**config.mk**
```make
export PLATFORM = sky130hd
export DESIGN_NAME = program_loader
export DESIGN_NICKNAME = d
export VERILOG_FILES = /design/src/rtl/cpu_pkg.sv /design/src/rtl/frame_timer.sv /design/src/rtl/program_loader.sv
export SDC_FILE = /design/constraint.sdc
export NUM_CORES = 1
export LEC_CHECK = 0
export BUFFER_PORTS_ARGS = -buffer_cell sky130_fd_sc_hd__buf_2
export CAP_MARGIN = 40
export CELL_PAD_IN_SITES_DETAIL_PLACEMENT = 2
export CELL_PAD_IN_SITES_GLOBAL_PLACEMENT = 2
export CORE_UTILIZATION = 41
export CTS_CLUSTER_SIZE = 16
export DETAILED_ROUTE_END_ITERATION = 10
export GPL_ROUTABILITY_DRIVEN = 0
export GPL_TIMING_DRIVEN = 0
export PLACE_DENSITY_LB_ADDON = 0.05
export SLEW_MARGIN = 20
export SYNTH_ARGS = -nofsm -noshare
export SYNTH_HDL_FRONTEND = slang
export SYNTH_SLANG_ARGS = --single-unit
```
**constraint.sdc**
```tcl
create_clock -name clk -period 4.6 [get_ports clk]
set_input_delay 0.92 -clock clk [delete_from_list [all_inputs] [get_ports clk]]
set_output_delay 0.92 -clock clk [all_outputs]
set_load 0.005 [all_outputs]
```
**src/rtl/cpu_pkg.sv**
```systemverilog
// Shared definitions for the boot-time program loader and its memory port.
package cpu_pkg;

  localparam int MEM_AW = 8;
  localparam int MEM_DW = 16;

  // Default frame start byte.
  localparam logic [7:0] HEADER_DEF = 8'hA5;

  typedef enum logic [2:0] {
    ST_IDLE,
    ST_ADDR,
    ST_COUNT,
    ST_HI,
    ST_LO,
    ST_WRITE,
    ST_CHK,
    ST_RUN
  } loader_state_t;

endpackage

```
**src/rtl/frame_timer.sv**
```systemverilog
// Idle-cycle counter for the loader. It counts cycles while enabled and
// returns to zero on clear. o_expired is high during the LIMIT-th
// consecutive enabled cycle, so the owner can abort on that cycle's edge.
module frame_timer #(
  parameter int unsigned LIMIT = 1_000_000
) (
  input  logic clk,
  input  logic rst_n,
  input  logic i_clear,
  input  logic i_enable,
  output logic o_expired
);

  localparam int W = $clog2(LIMIT + 1);
  localparam logic [W-1:0] LAST = W'(LIMIT - 1);

  logic [W-1:0] r_count;

  assign o_expired = i_enable && (r_count == LAST);

  // Count enabled cycles, saturating at the expiry point.
  // NOTE: state registers take the async reset; sequential logic uses
  // non-blocking assignments only so every register samples pre-edge values.
  always_ff @(posedge clk or negedge rst_n) begin
    if (!rst_n) begin
      r_count <= '0;
    end else if (i_clear) begin
      r_count <= '0;
    end else if (i_enable && !o_expired) begin
      r_count <= r_count + W'(1);
    end
  end

endmodule

```
**src/rtl/program_loader.sv**
```systemverilog
// Boot-time program loader: receives a HEADER/ADDR/COUNT/data/CHK byte
// frame, writes assembled 16-bit words to memory while holding the CPU,
// then releases the CPU when the frame checksum matches.
module program_loader
  import cpu_pkg::*;
#(
  parameter logic [7:0]  HEADER      = HEADER_DEF,
  parameter int unsigned TIMEOUT_CYC = 1_000_000
) (
  input  logic              clk,
  input  logic              rst_n,
  input  logic [7:0]        byte_i,
  input  logic              byte_valid,
  output logic              byte_ready,
  output logic [MEM_AW-1:0] mem_addr,
  output logic [MEM_DW-1:0] mem_wdata,
  output logic              mem_wr,
  output logic              cpu_hold,
  output logic              load_done,
  output logic              load_err
);

  loader_state_t     r_state;
  logic              r_hold;
  logic              r_done;
  logic              r_err;
  logic              r_mem_wr;
  logic [MEM_AW-1:0] r_addr;
  logic [MEM_DW-1:0] r_wdata;
  logic [7:0]        r_hi;
  logic [8:0]        r_count;   // words remaining, 1..256
  logic [7:0]        r_chk;     // running XOR of ADDR, COUNT and data bytes

  logic w_accept;
  logic w_is_header;
  logic w_timer_clear;
  logic w_timeout;

  // The only cycle the loader stalls the byte source is the memory write.
  assign byte_ready  = (r_state != ST_WRITE);
  assign w_accept    = byte_valid && byte_ready;
  assign w_is_header = (byte_i == HEADER);

  // The idle timer only runs while waiting for an in-frame byte.
  assign w_timer_clear = w_accept || (r_state inside {ST_IDLE, ST_RUN, ST_WRITE});

  frame_timer #(
    .LIMIT (TIMEOUT_CYC)
  ) u_frame_timer (
    .clk       (clk),
    .rst_n     (rst_n),
    .i_clear   (w_timer_clear),
    .i_enable  (!w_timer_clear),
    .o_expired (w_timeout)
  );

  assign mem_addr  = r_addr;
  assign mem_wdata = r_wdata;
  assign mem_wr    = r_mem_wr;
  assign cpu_hold  = r_hold;
  assign load_done = r_done;
  assign load_err  = r_err;

  // Frame sequencer with registered outputs.
  always_ff @(posedge clk or negedge rst_n) begin
    if (!rst_n) begin
      r_state  <= ST_IDLE;
      r_hold   <= 1'b1;
      r_done   <= 1'b0;
      r_err    <= 1'b0;
      r_mem_wr <= 1'b0;
      r_addr   <= '0;
      r_wdata  <= '0;
      r_hi     <= '0;
      r_count  <= '0;
      r_chk    <= '0;
    end else begin
      r_mem_wr <= 1'b0;
      if (w_timeout) begin
        r_state <= ST_IDLE;
        r_err   <= 1'b1;
        r_hold  <= 1'b1;
      end else begin
        case (r_state)
          ST_IDLE, ST_RUN: begin
            if (w_accept && w_is_header) begin
              r_state <= ST_ADDR;
              r_done  <= 1'b0;
              r_err   <= 1'b0;
              r_hold  <= 1'b1;
              r_chk   <= '0;
            end
          end
          ST_ADDR: begin
            if (w_accept) begin
              r_addr  <= byte_i;
              r_chk   <= r_chk ^ byte_i;
              r_state <= ST_COUNT;
            end
          end
          ST_COUNT: begin
            if (w_accept) begin
              r_count <= (byte_i == 8'd0) ? 9'd256 : {1'b0, byte_i};
              r_chk   <= r_chk ^ byte_i;
              r_state <= ST_HI;
            end
          end
          ST_HI: begin
            if (w_accept) begin
              r_hi    <= byte_i;
              r_chk   <= r_chk ^ byte_i;
              r_state <= ST_LO;
            end
          end
          ST_LO: begin
            if (w_accept) begin
              r_wdata  <= {r_hi, byte_i};
              r_chk    <= r_chk ^ byte_i;
              r_mem_wr <= 1'b1;
              r_state  <= ST_WRITE;
            end
          end
          ST_WRITE: begin
            r_addr  <= r_addr + MEM_AW'(1);
            r_count <= r_count - 9'd1;
            r_state <= (r_count == 9'd1) ? ST_CHK : ST_HI;
          end
          ST_CHK: begin
            if (w_accept) begin
              if (byte_i == r_chk) begin
                r_state <= ST_RUN;
                r_done  <= 1'b1;
                r_hold  <= 1'b0;
              end else begin
                r_state <= ST_IDLE;
                r_err   <= 1'b1;
              end
            end
          end
          default: r_state <= ST_IDLE;
        endcase
      end
    end
  end

endmodule

```
## Yosys cells after proc, flatten, opt, wreduce, memory -nomap -nowiden

Index checks and enable logic that the tools add are counted.

- Add/subtract/negate cells: 3
- Equality and inequality tests: 26
- Muxes and demuxes: 36
- Bitwise operators: 2
- Reductions and logical operators: 27

Operator list:

| cell | number |
|---|---|
| $mux W20 | 2 |
| $pmux W8 S2 | 2 |
| $mux W3 | 9 |
| $mux W8 | 3 |
| $ne A3 B2 Y1 const B | 8 |
| $pmux W3 S7 | 1 |
| $add A20 B1 Y20 const B | 1 |
| $eq A20 B20 Y1 const B | 1 |
| $mux W9 | 2 |
| $pmux W9 S2 | 1 |
| $mux W1 | 13 |
| $eq A3 B3 Y1 const B | 4 |
| $reduce_and A3 Y1 | 4 |
| $reduce_and A4 Y1 | 3 |
| $ne A2 B2 Y1 const B | 5 |
| $reduce_bool A2 Y1 | 5 |
| $eq A9 B1 Y1 const B | 1 |
| $sub A9 B1 Y9 const B | 1 |
| $add A8 B1 Y8 const B | 1 |
| $eq A8 B8 Y1 | 1 |
| $eq A8 B8 Y1 const B | 1 |
| $logic_not A8 Y1 | 1 |
| $xor A8 B8 Y8 | 1 |
| $eq A3 B2 Y1 const B | 2 |
| other kinds (14) | 21 |

- Flip-flop bits (word level): 76
- Bits of input ports: 11
- Output and inout port bits: 29
- Word-level logic and storage cells: 105

## Longest topological paths before layout

- Depth in word-level cells: 9
- Depth in mapped cells: 8
- Depth with buffers taken out: 6

## Hierarchy

A second synthesis with hierarchy kept.

- Cell total of the unflattened synthesis: 404
- Area total of the unflattened synthesis: 4117.7 um^2

By module, submodules not included:

| module | instances | cells an instance | area an instance (um^2) | sequential area each (um^2) |
|---|---|---|---|---|
| program_loader | 1 | 292 | 3002.9 | 1402.6 |
| frame_timer | 1 | 112 | 1114.8 | 500.5 |

## Worst setup path after synthesis

OpenSTA, ideal clock, no wires.

- Path kind: in2reg
- From: input byte_i[3]
- To: register r_state[1]
- Setup time: 0.126 ns
- Arrival time: 2.284 ns
- Required time: 4.474 ns
- Path slack: 2.190 ns
- Stages: 6
- Buffers on the path: 1
- Path through: buf_6 > or4_4 > nor2_4 > nand2_1 > a22o_1 > a221o_1

- Cells in the longest elaborated chain, start to end: 5
- Elaborated cells between the ends (all ways): 9
- Those cells by class: 3 x eq/ne; 4 x mux; 2 x reduce/logical

RTL lines:

| item | RTL line | RTL |
|---|---|---|
| start, declared | program_loader.sv:12 | `input logic [7:0] byte_i,` |
| $eq A8 B8 Y1 | program_loader.sv:130 | `if (byte_i == r_chk) begin` |
| $mux W3 | program_loader.sv:130 |  |
| $mux W3 | program_loader.sv:129 | `if (w_accept) begin` |
| $pmux W3 S7 | program_loader.sv:84 | `case (r_state)` |
| $mux W3 | program_loader.sv:79 | `if (w_timeout) begin` |
| end signal, assigned | program_loader.sv:126 | `r_state <= (r_count == 9'd1) ? ST_CHK : ST_HI;` |
| end, declared | program_loader.sv:23 | `loader_state_t r_state;` |

Parallel ways exist; a longest one is shown, timed or not. The select of a mux whose other input is x is not followed.
A chain may end at the register's enable or synchronous reset.

## Worst setup path after layout

- From: register r_state[0]
- To: output byte_ready

- Cells in the longest elaborated chain, start to end: 1

RTL lines:

| item | RTL line | RTL |
|---|---|---|
| $ne A3 B3 Y1 | program_loader.sv:40 | `assign byte_ready = (r_state != ST_WRITE);` |
| end, declared | program_loader.sv:14 | `output logic byte_ready,` |

No other way between the ends.

==> flow_metrics.env <==
export IMPL_status="completed"
export IMPL_rsz0062_at_grt="false"
export IMPL_hold_depth=1
export IMPL_fmax_mhz=323
export IMPL_die_y_um=99.8
export IMPL_cp_slowest_stage_delay_ns=0.50
export IMPL_end_kind="primary output"
export IMPL_routed_wl_mm=11.1
export IMPL_synth_area_mux_share_pct=6.61
export IMPL_hold_class="reg2reg"
export IMPL_synth_top_family_by_area="simple AND/OR/NAND/NOR gates"
export IMPL_wl_per_cell_um=19.4
export IMPL_crit_slowest_cell="dfrtp_1"
export IMPL_slew_violations=0
export IMPL_period_minus_slack_ns=3.10
export IMPL_p_leak_nw=2.00
export IMPL_worstSetupStartpointType="flop"
export IMPL_async_reset_ff_share_pct=100
export IMPL_synth_area_um2=3920
export IMPL_yosys_area_share_simple_pct=19.3
export IMPL_synth_edf_count=0
export IMPL_final_core_util_pct=48.5
export IMPL_finalSetupViolCount=0
export IMPL_rr_worst_depth=8
export IMPL_placed_cells=557
export IMPL_avgSynthCellArea_um2=10.1
export IMPL_grt_overflow_total=0
export IMPL_cp_top_family="buffers and inverters"
export IMPL_synth_compound_area_share_pct=16.0
export IMPL_final_cell_mix="dfrtp_1, o21ai_0, buf_2"
export IMPL_cts_resized=0
export IMPL_h_tree_depth=3
export IMPL_preCtsSetupSlack_ns=1.88
export IMPL_synth_fa_ha_area_share_pct=1.28
export IMPL_tightest_slew_ns=0.719
export IMPL_vias_per_cell=5.62
export IMPL_cpMostUsedCell="buf_2"
export IMPL_path_buf_inv=4
export IMPL_ctsLongestPathBuffers=2
export IMPL_fin_tns_setup_ns=0
export IMPL_critical_path_cell_chain="and3b_1, buf_2, clkinv_1, clkbuf_1, buf_2"
export IMPL_start_util_pct=42.4
export IMPL_ant_nets=0
export IMPL_route_detailed_drc=0
export IMPL_fin_worst_skew_ns=0.00960
export IMPL_fin_crit_sh_pct=67.3
export IMPL_cap_violations=0
export IMPL_ys_ff_latch=76
export IMPL_peakVddDrop_uv=275
export IMPL_yosysUniqueCellTypes=58
export IMPL_cts_sinks=76
export IMPL_drive_above_1_share_pct=22.3
export IMPL_netlist_instances=389
export IMPL_hold_viol_final=0
export IMPL_first_iter_violations=88
export IMPL_crit_type="reg2out"
export IMPL_io_buffers=37
export IMPL_slew_headroom_pct=52.1
export IMPL_post_cts_buffers=0
export IMPL_worst_slack_ns=1.50
export IMPL_root_buffer="clkbuf_8"
export IMPL_antenna_found_initial=0
export IMPL_final_cells=573
export IMPL_die_w_um=99.8
export IMPL_critPathMaxFanout=10
export IMPL_worstPathRequired_ns=3.68
export IMPL_grt_usage_pct=24.4
export IMPL_cts_made_buffers=9
export IMPL_clk_latency_ns=0.36
export IMPL_power_density_nw_per_um2=561
export IMPL_diodes=0
export IMPL_hpwl_mm=7.94
export IMPL_syn_to_final_growth_pct=14.4
export IMPL_path_clk_slew_ns=0.09
export IMPL_drtPass1Iterations=4
export IMPL_cts_tree="yes"
export IMPL_cp_depth=5
export IMPL_rows=35
export IMPL_final_common_cell="dfrtp_1"
export IMPL_syn_num_nets=404
export IMPL_synth_ff_type="dfrtp_1"
export IMPL_dieArea_um2=9960
export IMPL_crit_arrival_ns=2.18
export IMPL_grt_pass1_wl_mm=18.7
export IMPL_core_area_um2=9240
export IMPL_synth_seq_area_share_pct=48.5
export IMPL_n_fill_cell=1017
export IMPL_io_pins=40
export IMPL_post_cts_hold_buffer_count=0
export IMPL_grt_pass1_vias=3622
export IMPL_ys_warn_count=0
export IMPL_grt_max_degree=47
export IMPL_final_nets=454
export IMPL_hold_ws_ns=0.488
export IMPL_synth_xor_area_share_pct=3.57
export IMPL_vias=3223
flip-flops by register name, indices dropped and copies added, names as in the netlist, 3 cells and up:
| signal | flops |
|---|---|
| r_chk | 8 |
| mem_addr | 8 |
| r_state | 3 |
| mem_wdata | 16 |
| u_frame_timer.r_count | 20 |
| r_count | 9 |
| r_hi | 8 |
cell type report:
type	instances	area (um2)	share of cell area, %
clock inverters	7	56.3	1.26
clock buffers	9	124	2.76
inverters	8	30.0	0.670
plain buffers	19	155	3.46
repair buffers	39	223	4.97
well taps	129	161	3.60
flip-flops and latches	76	1900	42.4
multi-input cells	286	1830	40.8
logic make-up (layout without fill, tap and decap cells):
logic type / Yosys count / in the layout
AOI/OAI and AO/OA: 101 / 101
DFF: 76 / 76
xor gates and xnor gates: 16 / 16
muxes: 23 / 23
buffers and inverters: 27 / 82
and+or+nand+nor: 142 / 142
adders and majority gates: 4 / 4
metal layers:
layer  GRT usage, %  up-vias  part of all wire [%]
met4           7.47        0                   1.1
li1               -     1516                     -
met3           3.20        9                   2.7
met1           32.1     1656                    48
met2           41.9       42                    49
met5              0        -                     0
synthesized netlist by cell type, types with 3 or more instances:
cell type / number / area share [%]
a211oi_1: 3 / 0.57
a21o_1: 4 / 0.77
a21oi_1: 20 / 2.6
a31oi_1: 10 / 1.6
and3_1: 8 / 1.3
buf_6: 3 / 0.86
clkbuf_1: 10 / 0.96
clkbuf_8: 3 / 1.1
dfrtp_1: 75 / 48
ha_1: 4 / 1.3
inv_1: 7 / 0.67
mux2_2: 23 / 6.6
nand2_1: 28 / 2.7
nand2b_1: 7 / 1.1
nand3_1: 13 / 1.7
nand4_1: 9 / 1.4
nor2_1: 35 / 3.4
nor2b_1: 4 / 0.64
nor3_1: 8 / 1.0
nor3b_1: 3 / 0.57
o21ai_0: 40 / 5.1
o2bb2ai_1: 5 / 1.1
or3_1: 5 / 0.80
xnor2_1: 3 / 0.67
xor2_1: 13 / 2.9
worst reg2reg max path, cell delays in order, from the launching register on:
cell      delay (ns)
dfrtp_1         0.50
and3b_1         0.24
buf_2           0.26
clkinv_1        0.30
clkbuf_1        0.36
nand2_1         0.22
o21ai_0         0.10
nand2_1         0.08
o21ai_0         0.07
per-stage QoR:
stage / total power [mW] / instance area, um2
floorplan: 1.67 / 3920
global placement: 1.97 / 4270
detailed placement: 2.04 / 4300
CTS: 2.54 / 4480
global route: 2.69 / 4480
finish: 2.51 / 4480
final timing paths:
path / startpoint / endpoint / slack, ns
setup / recovery: r_state[0]$_DFFE_PN0P_ / byte_ready / 1.50
hold / removal: load_done$_DFFE_PN0P_ / load_done$_DFFE_PN0P_ / 0.49
setup reg to reg: r_state[0]$_DFFE_PN0P_ / r_count[1]$_DFFE_PN0P_ / 2.36
hold reg to reg: load_done$_DFFE_PN0P_ / load_done$_DFFE_PN0P_ / 0.49
max in group asynchronous: rst_n / cpu_hold$_DFFE_PN1P_ / 3.48
min in group asynchronous: rst_n / r_count[7]$_DFFE_PN0P_ / 0.50
power breakdown:
| part | switching [mW] | internal [mW] |
|---|---|---|
| Combinational | 0.537 | 0.423 |
| Sequential | 0.177 | 0.887 |
| Clock | 0.286 | 0.204 |
(Power assumes the default switching activity.)
